<file path="config.mk">
export PLATFORM = sky130hd
export DESIGN_NAME = pmem_arbiter
export DESIGN_NICKNAME = d
export VERILOG_FILES = /design/src/rtl/pmem_arbiter.sv
export SDC_FILE = /design/constraint.sdc
export NUM_CORES = 1
export LEC_CHECK = 0
export CAP_MARGIN = 20
export CORE_AREA = 2 2 320 322
export DETAILED_ROUTE_END_ITERATION = 6
export DIE_AREA = 0 0 322 324
export PLACE_DENSITY_LB_ADDON = 0.08
export SLEW_MARGIN = 5
export SYNTH_ARGS = -nofsm -noshare
export SYNTH_HDL_FRONTEND = slang
export SYNTH_SLANG_ARGS = --single-unit
</file>
<file path="constraint.sdc">
create_clock -name clk -period 1.81 [get_ports clk]
set_input_delay 0.543 -clock clk [delete_from_list [all_inputs] [get_ports clk]]
set_output_delay 0.543 -clock clk [all_outputs]
set_load 0.05 [all_outputs]
</file>
<file path="src/rtl/pmem_arbiter.sv">
// Two-way arbiter sharing one physical-memory port between the I-cache and D-cache controllers.
// One line transaction at a time: IDLE grants, BUSY drives pmem, DONE pulses the owner's resp.
module pmem_arbiter #(
   parameter int ADDR_W   = 16,
   parameter int LINE_W   = 128,
   parameter int ARB_MODE = 0
) (
   input  logic              clk,
   input  logic              rst_n,
   input  logic              i_pmem_read,
   input  logic              i_pmem_write,
   input  logic [ADDR_W-1:0] i_pmem_address,
   input  logic [LINE_W-1:0] i_pmem_wdata,
   output logic [LINE_W-1:0] i_pmem_rdata,
   output logic              i_pmem_resp,
   input  logic              d_pmem_read,
   input  logic              d_pmem_write,
   input  logic [ADDR_W-1:0] d_pmem_address,
   input  logic [LINE_W-1:0] d_pmem_wdata,
   output logic [LINE_W-1:0] d_pmem_rdata,
   output logic              d_pmem_resp,
   output logic              pmem_read,
   output logic              pmem_write,
   output logic [ADDR_W-1:0] pmem_address,
   output logic [LINE_W-1:0] pmem_wdata,
   input  logic [LINE_W-1:0] pmem_rdata,
   input  logic              pmem_resp
);

   typedef enum logic [1:0] {IDLE = 2'd0, BUSY = 2'd1, DONE = 2'd2} state_e;

   state_e            state_q, state_d;
   logic              owner_q, owner_d;   // 1 = D-cache
   logic              op_q, op_d;         // 1 = write
   logic              last_q, last_d;     // 1 = D-cache granted last
   logic [ADDR_W-1:0] addr_q, addr_d;
   logic [LINE_W-1:0] wdata_q, wdata_d;
   logic [LINE_W-1:0] rdata_q, rdata_d;

   logic i_req, d_req, grant_d, sel_wr;

   assign i_req = i_pmem_read | i_pmem_write;
   assign d_req = d_pmem_read | d_pmem_write;

   always_ff @(posedge clk or negedge rst_n) begin
      if (!rst_n) begin
         state_q <= IDLE;
         owner_q <= 1'b0;
         op_q    <= 1'b0;
         last_q  <= 1'b0;
         addr_q  <= '0;
         wdata_q <= '0;
         rdata_q <= '0;
      end else begin
         state_q <= state_d;
         owner_q <= owner_d;
         op_q    <= op_d;
         last_q  <= last_d;
         addr_q  <= addr_d;
         wdata_q <= wdata_d;
         rdata_q <= rdata_d;
      end
   end

   // Tie-break: fixed D priority, or alternate away from the previous winner.
   always_comb begin
      grant_d = d_req;
      if (i_req && d_req)
         grant_d = (ARB_MODE == 0) ? 1'b1 : ~last_q;
      sel_wr = grant_d ? d_pmem_write : i_pmem_write;
   end

   always_comb begin
      state_d = state_q;
      owner_d = owner_q;
      op_d    = op_q;
      last_d  = last_q;
      addr_d  = addr_q;
      wdata_d = wdata_q;
      rdata_d = rdata_q;
      unique case (state_q)
         IDLE: begin
            if (i_req || d_req) begin
               state_d = BUSY;
               owner_d = grant_d;
               last_d  = grant_d;
               op_d    = sel_wr;
               addr_d  = grant_d ? d_pmem_address : i_pmem_address;
               wdata_d = sel_wr ? (grant_d ? d_pmem_wdata : i_pmem_wdata) : '0;
            end
         end
         BUSY: begin
            if (pmem_resp) begin
               state_d = DONE;
               rdata_d = pmem_rdata;
            end
         end
         DONE:    state_d = IDLE;
         default: state_d = IDLE;
      endcase
   end

   always_comb begin
      pmem_read    = (state_q == BUSY) & ~op_q;
      pmem_write   = (state_q == BUSY) &  op_q;
      pmem_address = addr_q;
      pmem_wdata   = wdata_q;
      i_pmem_resp  = (state_q == DONE) & ~owner_q;
      d_pmem_resp  = (state_q == DONE) &  owner_q;
      i_pmem_rdata = rdata_q;
      d_pmem_rdata = rdata_q;
   end

endmodule

</file>
-- Yosys cells after proc, flatten, opt, wreduce, memory -nomap -nowiden
Cells that the tools add are included.
- bits in registers: 276
- bits of input ports: 423
- output and inout bits: 404
- word-level logic and storage cells: 32
- equal/unequal tests: 4
- muxes and demuxes: 8
- bitwise operators: 8
- reductions and logical operators: 6
- operators by type and width (kind ; number):
    two-way mux 128 bit ; 2
    two-way mux 16 bit ; 1
    AND reduction 2 bit ; 3
    bitwise AND 1 bit ; 4
    two-way mux 2 bit ; 2
    inequality test 2 bit (second input constant) ; 2
    case mux 2 bit (2 select lines) ; 1
    == test 2 x 1 -> 1 bit (second input constant) ; 1
    == test 2 bit (second input constant) ; 1
    zero test 2 bit ; 1
    two-way mux 1 bit ; 2
    inverter 1 bit ; 2
    OR 1 bit ; 2
    logical AND 1 bit ; 1
    logical OR 1 bit ; 1

-- Depth between registers and ports, before layout
- depth in word-level cells: 5
- depth in mapped cells: 6
- depth with buffers taken out: 3

-- Worst setup path after synthesis
No wires, ideal clock.
- path kind: reg-to-output
- start: register state_q[0]
- end: output i_pmem_resp
- arrival: 1559 ps
- data required time: 1267 ps
- path slack: -292 ps
- stages on the path, launching flop included: 2
- buffers on the path: 0
- cell sequence: dfrtp_1 nor3b_1
- word-level cells in the longest chain between the ends: 2
- ends and longest elaborated chain (item ; RTL line ; source):
    from (decl) ; 32 ; state_e state_q, state_d;
    from (signal assigned) ; 55 ; state_q <= state_d;
    == test 2 bit ; 108 ; i_pmem_resp = (state_q == DONE) & ~owner_q;
    bitwise AND 1 bit ; 108 ;
    to (decl) ; 15 ; output logic i_pmem_resp,
Every way passes these cells.

-- Final worst setup path
- start: register state_q[0]
- end: output pmem_write
- word-level cells in the longest chain between the ends: 2
- ends and longest elaborated chain (item ; RTL line ; source):
    == test 2 x 1 -> 1 bit ; 105 ; pmem_write = (state_q == BUSY) & op_q;
    bitwise AND 1 bit ; 105 ;
    to (decl) ; 23 ; output logic pmem_write,
Every way passes these cells.

==> summary.txt <==
Hold path
  – HP Class: in2async

Finish
  – Area of the multi-input gates: 4500 µm²
  – Fill cells: 10.4k
  – Share of cells above drive strength 1: 0.509
  – P&R area growth vs syn: 112%
  – Fin nets: 2,081
  – Register Area: 7070 µm²
  – Layout Cells excl Fill: 2,999
  – Final core occ: 0.268
  – Design area: 27,100 µm²

STA
  – Final Hold Vio Count: 0
  – Slew Viols, Final: 0
  – Period minus WS final: 2.02 ns
  – Period utilization: 1.12
  – Fmax: 495 MHz
  – Skew final: 0.0105 ns
  – Unrepaired setup endpoints after global routing: yes
  – Max_slew headroom: 0.774
  – Hold WS: 0.454 ns
  – Fin worst setup slack: -0.211 ns
  – Worst-Margin Slew: 0.340 ns
  – Final Setup Violations: 4

Logic synthesis
  – Post-Syn Area: 12,800 µm²
  – Synth cell types: 22
  – Synth Register Bits: 276
  – Synth warn: 0
  – Synth Instances: 897
  – Avg Cell Area, Syn: 14.2 µm²
  – Syn Nets: 1,320
  – Seq/Total Area, Yosys: 0.541
  – Top-area cell type share of the netlist area: 0.541
  – Area leader, netlist: dfrtp_1
  – Ranking of synthesized cells by area: dfrtp_1, mux2_2, mux2i_1, buf_4, o2bb2ai_1

Placement
  – Hpwl dp: 52.4 mm
  – Dpl cells: 2,921
  – RePlAce Congestion: 0.735
  – Placed inst area: 25,500 µm²
  – Pre-CTS setup slack: -0.462 ns
  – IO buf count: 826

Global route
  – Antenna violations before repair: 4
  – Total grt overflow: 0
  – Global-route wire length before repair: 89.5 mm
  – Pin count of the biggest net entering global routing: 44
  – GRT Total Usage: 0.120
  – Vias in the first global route: 11.7k

Route
  – DRC errors left: 0
  – Vias: 10.3k
  – Wire length per cell: 21.6 µm
  – Detail Route Antenna Nets: 0
  – First drt pass iteration count: 4
  – Vias per cell: 3.45
  – Routed wire length: 64.8 mm
  – 1st-iter DRT viols: 260

Critical path
  – CP startpoint kind: flop
  – Worst path arrival time: 1.48 ns
  – CP Max Fanout: 5
  – Worst Setup SP: state_q[0]$_DFFE_PN0P_
  – Crit. End Element: output pin
  – Crit path required time: 1.27 ns
  – WS Path Type: reg2out
  – Worst reg2reg path startpoint: state_q[0]$_DFFE_PN0P_
  – Setup slack of the most critical reg-to-reg path: 0.16 ns

Outcome
  – Failing checks: setup timing
  – Outcome: finished with violations

Die
  – Die footprint: 104,000 µm²
  – Num rows: 117
  – # IOs: 827
  – Die Y: 324 µm
  – Die width: 322 µm
  – Initial Utilization: 0.126
  – Area of the core: 101,000 µm²

Clocking
  – Clk root buf: clkbuf_16
  – Clk buf depth: 3
  – Clk Latency, worst-skew pair: 0.58 ns
  – CTS tree: done
  – CTS Buf Count: 41
  – Clock tree sinks: 276
  – Clk slew on worst S/H paths: 0.05 ns
  – CTS H-Tree Depth: 2

Pwr
  – Peak VDD IR: 0.00104 V
  – Pwr per Cell Area: 2320 nW/µm²
  – Pleak: 0.0109 µW

Run
  – Max Cap Viol: 0
## per-layer routing
| layer | part of all wire | routed length [µm] | track usage |
|---|---|---|---|
| met5 | 0.00014 | 9 | 0 |
| met4 | 0.032 | 2050 | 0.0459 |
| met3 | 0.085 | 5510 | 0.0433 |
| met2 | 0.56 | 36400 | 0.234 |
| met1 | 0.32 | 20800 | 0.114 |
## path summary, 6_finish.rpt
check | to | cells after the start
min reg2reg | pmem_wdata[51]$_DFFE_PN0P_ | 1
max in group asynchronous | d_pmem_rdata[33]$_DFFE_PN0P_ | 4
max | pmem_write | 3
min in group clk | pmem_wdata[51]$_DFFE_PN0P_ | 1
max reg2reg | d_pmem_rdata[9]$_DFFE_PN0P_ | 5
min | d_pmem_rdata[114]$_DFFE_PN0P_ | 2
## sequential cells by signal, indices dropped and copies added, names as in the netlist
signal,flops
pmem_wdata,128
owner_q,1
state_q,2
d_pmem_rdata,128
op_q,1
pmem_address,16
## cell usage in the layout, fill, tap and decap left out, drive strengths merged
cell and instances:
buf 484, clkdlybuf4s50 421, dfrtp 276, mux2 160, mux2i 128, o2bb2ai 128
clkbuf 63, clkinv 6, diode 3, o21ai 3, nor2 3, and2 2
nor2b 2, nand2b 1, nor3b 1, and3b 1, or2 1, a21o 1
o21bai 1, a21bo 1, inv 1, bufinv 1, clkinvlp 1, dlygate4sd3 1
## cells in the mapped netlist
cell type / number
and2_4: 1
and2_1: 1
mux2_1: 12
nor2_1: 3
a21o_1: 1
o2bb2ai_1: 108
mux2_2: 148
nor3b_1: 1
clkbuf_1: 1
nand2b_1: 1
mux2i_1: 128
a21bo_2: 1
buf_4: 155
o21ai_0: 3
or2_1: 1
nor2b_1: 2
dfrtp_1: 276
o2bb2ai_2: 20
and3b_1: 1
buf_6: 16
buf_2: 16
o21bai_1: 1
## cell families (layout without fill, tap and decap cells)
| logic type | Yosys count | after routing | share of synthesized area |
|---|---|---|---|
| buf+inv | 188 | 978 | 0.112 |
| mux | 288 | 288 | 0.241 |
| flops | 276 | 276 | 0.541 |
| compound gates | 134 | 134 | 0.101 |
| simple gates | 11 | 11 | 0.00529 |
| other cells | 0 | 3 | 0 |
## per-stage QoR
stage | TNS, ns | power, µW
after global routing | -1.86 | 65200
after floorplan | 0 | 33400
after CTS | -2.69 | 64000
final | -0.790 | 62700
after global placement | -81.16 | 54800
after detailed placement | -84.71 | 54800
## repair_timing
item | in CTS | in global routing
gates resized for setup | 140 | 0
buffers inserted | 1 | 1
pin swaps | 2 | 1
endpoints found under the hold margin | 12 | 0
setup endpoints to repair | 260 | 62
hold buffers | 1 | 0
## critical path, cell delays in order (launching register included)
cell and delay [ns]:
dfrtp_2 0.45, nor2b_4 0.15, and2_4 0.16, buf_12 0.14
## final cells by class
type	instances	share of cell area
timing repair buffer	906	0.462
sequential	276	0.261
multi-input combinational	433	0.166
tap	1309	0.0605
clock buffer	63	0.0466
clock inverter	9	0.00282
antenna	3	0.000277
## report_power, final
part,switching (µW),internal (µW),leakage (µW),total [µW]
Sequential,4390,9410,0.00324,13800
Combinational,21600,19200,0.00704,40800
Clock,3170,4910,0.000662,8080
Power figures use the tool's default switching activity.
